$ cat src/rtl/uart_pkg.sv
`default_nettype none
// ============================================================================
// Package  : uart_pkg
// Brief    : Widths shared by the UART receiver, transmitter and byte FIFOs.
// Revision : 1.0 - initial release
// ============================================================================
package uart_pkg;

  localparam int BYTE_W             = 8;
  localparam int DEFAULT_DEPTH_LOG2 = 4;

endpackage : uart_pkg
`default_nettype wire

$ cat src/rtl/fifo_ptr.sv
`default_nettype none
// ============================================================================
// Module   : fifo_ptr
// Brief    : Read/write pointer and occupancy unit for a circular FIFO.
// Revision : 1.0 - initial release
// ============================================================================
module fifo_ptr
  import uart_pkg::*;
#(
  parameter int AW = DEFAULT_DEPTH_LOG2
) (
  input  logic        clk,
  input  logic        reset,
  input  logic        push,
  input  logic        pop,
  output logic [AW:0] wr_ptr,
  output logic [AW:0] rd_ptr,
  output logic        full,
  output logic        empty,
  output logic [AW:0] count,
  output logic        push_ok,
  output logic        pop_ok
);

  localparam logic [AW:0] c_ptr_one = 1;

  logic [AW:0] r_wr_ptr;
  logic [AW:0] r_rd_ptr;

  // The extra pointer MSB separates a full ring from an empty one.
  assign empty   = (r_wr_ptr == r_rd_ptr);
  assign full    = (r_wr_ptr[AW] != r_rd_ptr[AW]) &&
                   (r_wr_ptr[AW-1:0] == r_rd_ptr[AW-1:0]);
  assign count   = r_wr_ptr - r_rd_ptr;

  // A pop on a full ring frees the slot that the same-cycle push reuses.
  assign pop_ok  = pop && !empty;
  assign push_ok = push && (!full || pop);

  assign wr_ptr  = r_wr_ptr;
  assign rd_ptr  = r_rd_ptr;

  always_ff @(posedge clk) begin
    if (!reset) begin
      r_wr_ptr <= '0;
      r_rd_ptr <= '0;
    end else begin
      if (push_ok) r_wr_ptr <= r_wr_ptr + c_ptr_one;
      if (pop_ok)  r_rd_ptr <= r_rd_ptr + c_ptr_one;
    end
  end

endmodule : fifo_ptr
`default_nettype wire

$ cat src/rtl/uart_rx_fifo.sv
`default_nettype none
// ============================================================================
// Module   : uart_rx_fifo
// Brief    : Receive byte FIFO with interrupt request and sticky drop tracking.
// Revision : 1.0 - initial release
// ============================================================================
module uart_rx_fifo
  import uart_pkg::*;
#(
  parameter int DEPTH_LOG2 = DEFAULT_DEPTH_LOG2
) (
  input  logic                  clk,
  input  logic                  reset,
  input  logic                  uart_update,
  input  logic [BYTE_W-1:0]     in_data,
  input  logic                  ack,
  output logic                  irr,
  output logic [BYTE_W-1:0]     r_data,
  output logic [DEPTH_LOG2:0]   count,
  output logic                  overflow,
  output logic [7:0]            drop_cnt,
  input  logic                  clr_ovf
);

  localparam int          c_depth    = 2 ** DEPTH_LOG2;
  localparam logic [7:0]  c_drop_max = 8'hFF;
  localparam logic [7:0]  c_drop_one = 8'h01;

  logic [BYTE_W-1:0]   r_mem [c_depth];
  logic                r_overflow;
  logic [7:0]          r_drop_cnt;

  logic [DEPTH_LOG2:0] w_wr_ptr;
  logic [DEPTH_LOG2:0] w_rd_ptr;
  logic                w_full;
  logic                w_empty;
  logic                w_push_ok;
  logic                w_pop_ok;
  logic                w_drop;
  logic                w_unused_ptr_msbs;

  fifo_ptr #(
    .AW      (DEPTH_LOG2)
  ) u_fifo_ptr (
    .clk     (clk),
    .reset   (reset),
    .push    (uart_update),
    .pop     (ack),
    .wr_ptr  (w_wr_ptr),
    .rd_ptr  (w_rd_ptr),
    .full    (w_full),
    .empty   (w_empty),
    .count   (count),
    .push_ok (w_push_ok),
    .pop_ok  (w_pop_ok)
  );

  assign w_unused_ptr_msbs = ^{w_wr_ptr[DEPTH_LOG2], w_rd_ptr[DEPTH_LOG2], w_pop_ok};

  // A byte is lost only when the ring is full and no same-cycle pop makes room.
  assign w_drop = uart_update && w_full && !ack;

  always_ff @(posedge clk) begin
    if (reset && w_push_ok) begin
      r_mem[w_wr_ptr[DEPTH_LOG2-1:0]] <= in_data;
    end
  end

  // A drop in the same cycle as clr_ovf restarts the tally at one.
  always_ff @(posedge clk) begin
    if (!reset) begin
      r_overflow <= 1'b0;
      r_drop_cnt <= '0;
    end else if (w_drop) begin
      r_overflow <= 1'b1;
      if (clr_ovf)
        r_drop_cnt <= c_drop_one;
      else if (r_drop_cnt != c_drop_max)
        r_drop_cnt <= r_drop_cnt + c_drop_one;
    end else if (clr_ovf) begin
      r_overflow <= 1'b0;
      r_drop_cnt <= '0;
    end
  end

  assign irr      = !w_empty;
  assign r_data   = w_empty ? '0 : r_mem[w_rd_ptr[DEPTH_LOG2-1:0]];
  assign overflow = r_overflow;
  assign drop_cnt = r_drop_cnt;

endmodule : uart_rx_fifo
`default_nettype wire
$ cat config.mk
export PLATFORM = sky130hd
export DESIGN_NAME = uart_rx_fifo
export DESIGN_NICKNAME = d
export VERILOG_FILES = /design/src/rtl/uart_pkg.sv /design/src/rtl/fifo_ptr.sv /design/src/rtl/uart_rx_fifo.sv
export SDC_FILE = /design/constraint.sdc
export NUM_CORES = 1
export LEC_CHECK = 0
export ABC_CLOCK_PERIOD_IN_PS = 3200
export CAP_MARGIN = 20
export CORE_UTILIZATION = 32
export DETAILED_ROUTE_END_ITERATION = 10
export PLACE_DENSITY = 0.59
export SYNTH_ARGS = -nofsm -noshare
export SYNTH_HDL_FRONTEND = slang
export SYNTH_HIERARCHICAL = 1
export SYNTH_SLANG_ARGS = --single-unit
$ cat constraint.sdc
create_clock -name clk -period 3.2 [get_ports clk]
set_input_delay 0.8 -clock clk [delete_from_list [all_inputs] [get_ports clk]]
set_output_delay 0.8 -clock clk [all_outputs]
set_load 0.02 [all_outputs]
==> metrics.yaml <==
cpPeakStageDelay_ps: 350
finalCriticalPeriod_ps: 3078
drc: 0
synth_area_per_cell_sq_um: 15.40
ys_warn_count: 6
pre_cts_ws_ps: 107.9
cp-end-kind: "primary output"
start_util_pct: 33.01
final_cells: 749
cp-start-kind: "flip-flop"
die-area_sq_um: 20050
clockPowerShare_pct: 39.0
hold_violations: 0
netlist_instances: 405
place_inst: 716
combPwrFrac_pct: 18.2
fillers: 1772
cp_top_family: "buffers and inverters"
totalWireLength_mm: 14.17
maxCapViolCount: 0
netSwitchingPower_uw: 1303
ios: 36
power.density_nw_per_um2: 650.2
htree_levels: 4
detail_route.wl_per_cell_um: 18.91
synthesis.nets: 426
io_buffers: 35
dr.pass1.iters: 4
rsz0062_at_grt: "false"
grt_pass1_wl_mm: 21.51
cp_num_buf_inv: 3
maxSlewViolCount: 0
antenna_cells: 0
critical_path_cell_count: 8
core_area_sq_um: 18890
fin_worst_skew_ps: 16.52
cp_slowest_cell: "dfxtp_1"
ff2ff_setup_slack_ps: 440
fmax_mhz: 324.8
drtIter0Drc: 196
critical_path.cell_chain: "inv_1 > ha_1 > nand4_2 > nor2_4 > nand2b_2 > buf_4 > o21ai_1 > clkdlybuf4s15_1"
seq_power_share_pct: 42.7
multiInputGateArea_sq_um: 1878
slew_headroom_pct: 36.13
worst_slew_pin_slew_ps: 954.5
totalPowerFinal_uw: 4963
vias: 3655
grt_overflow: 0
clock_sinks: 147
cts_max_path_buffers: 2
cp_max_fo: 6
grt_max_degree: 45
arrival_ps: 2280
ff2ff_path_depth: 11
fin_ws_ps: 121.6
cts_tree: "done"
final_nets: 497
tns_ps: 0
hp-class: "flip-flop to flip-flop"
dieWidth_um: 141.6
area_delta_synth_final_pct: 22.41
cp.required_ps: 2400
ff_latch_area_sq_um: 4228
rows: 50
irDropWorstVdd_mv: 0.3746
leakage_uw: 0.002545
cts_buffers: 17
root_buffer: "clkbuf_16"
hold_depth: 2
final.period_utilization_pct: 96.20
path_class: "flip-flop to primary output"
place_congestion: 0.8622
track_usage_pct: 14.74
ant_nets: 0
switching_share_pct: 26.26
dpl.hpwl_mm: 9.379
grt_pass1_vias: 3740
p_int_uw: 3660
mappedNetlistArea_sq_um: 6236
post-cts-setup-buffers: 0
run_status: "finished, final reports clean"
grt_antenna_before_repair: 0
fp.dieH_um: 141.6
drive_gt1_share_pct: 16.77
final-setup-viol-count: 0
holdWs_ps: 490.1
viasPerCell: 4.880
clkSlewWorstSetupHoldPaths_ps: 60
insertion_delay_ps: 420
## final cells by class
cell class | count | share of cell area (%)
Multi-Input combinational cell | 235 | 24.60
Tap cell | 260 | 4.262
Timing Repair Buffer | 65 | 7.671
Inverter | 10 | 0.4917
Clock buffer | 18 | 5.622
Clock inverter | 14 | 1.967
Sequential cell | 147 | 55.38
## worst reg2reg max path: cells and delay by family (launching register included)
| family | cells | cell delay [ps] |
|---|---|---|
| AOI/OAI and AO/OA | 1 | 70 |
| adders and majority gates | 1 | 330 |
| buffers and inverters | 4 | 520 |
| DFF | 1 | 350 |
| and+or+nand+nor | 5 | 1110 |
## placed cells by master, fill, tap and decap left out, types with 8 or more instances in the layout
cell	n
clkdlybuf4s50_1	25
clkbuf_16	18
nand2b_1	8
edfxtp_1	128
inv_1	10
mux2i_1	52
nor2_1	20
a22oi_1	23
nand3_1	16
buf_4	28
nand2_1	14
dfxtp_1	18
## power by group through the flow
stage / clock (uW) / combinational [uW] / sequential, uW
2_1_floorplan: 0 / 586 / 2160
3_3_place_gp: 0 / 896 / 2150
3_5_place_dp: 0 / 897 / 2150
4_1_cts: 1980 / 890 / 2120
5_1_grt: 2050 / 975 / 2120
6_report: 1940 / 905 / 2120
## stage by stage
step	area (sq um)	util [%]
6_report	7634	40.40
5_1_grt	7634	40.40
4_1_cts	7625	40.36
3_5_place_dp	7024	37.18
3_3_place_gp	7024	37.18
2_1_floorplan	6236	-
## registers in the layout, summed over array words and instances, names as in the netlist
register           flops
u_fifo_ptr/rd_ptr      5
u_fifo_ptr/wr_ptr      5
r_mem                128
overflow               1
drop_cnt               8
## metal layers
layer	wire length [um]	track usage, %	part of all wire, %
met5	0	0	0
met1	6507	19.78	46
met4	140	4.358	0.99
met3	915	4.151	6.5
met2	6604	23.23	47
## timing repair
| item | 4_1_cts | 5_1_grt |
|---|---|---|
| resized for setup | 15 | 19 |
| hold endpoints to repair | 0 | 0 |
| setup endpoints to repair | 9 | 9 |
| hold buffers | 0 | 0 |
| cloned | 0 | 1 |
## path summary, 6_finish.rpt
check | startpoint | to
setup / recovery | u_fifo_ptr/rd_ptr[1] | r_data[5]
hold / removal | overflow | overflow
setup reg to reg | u_fifo_ptr/rd_ptr[1] | r_mem[9][0]
hold reg to reg | overflow | overflow
(Power assumes the default switching activity.)
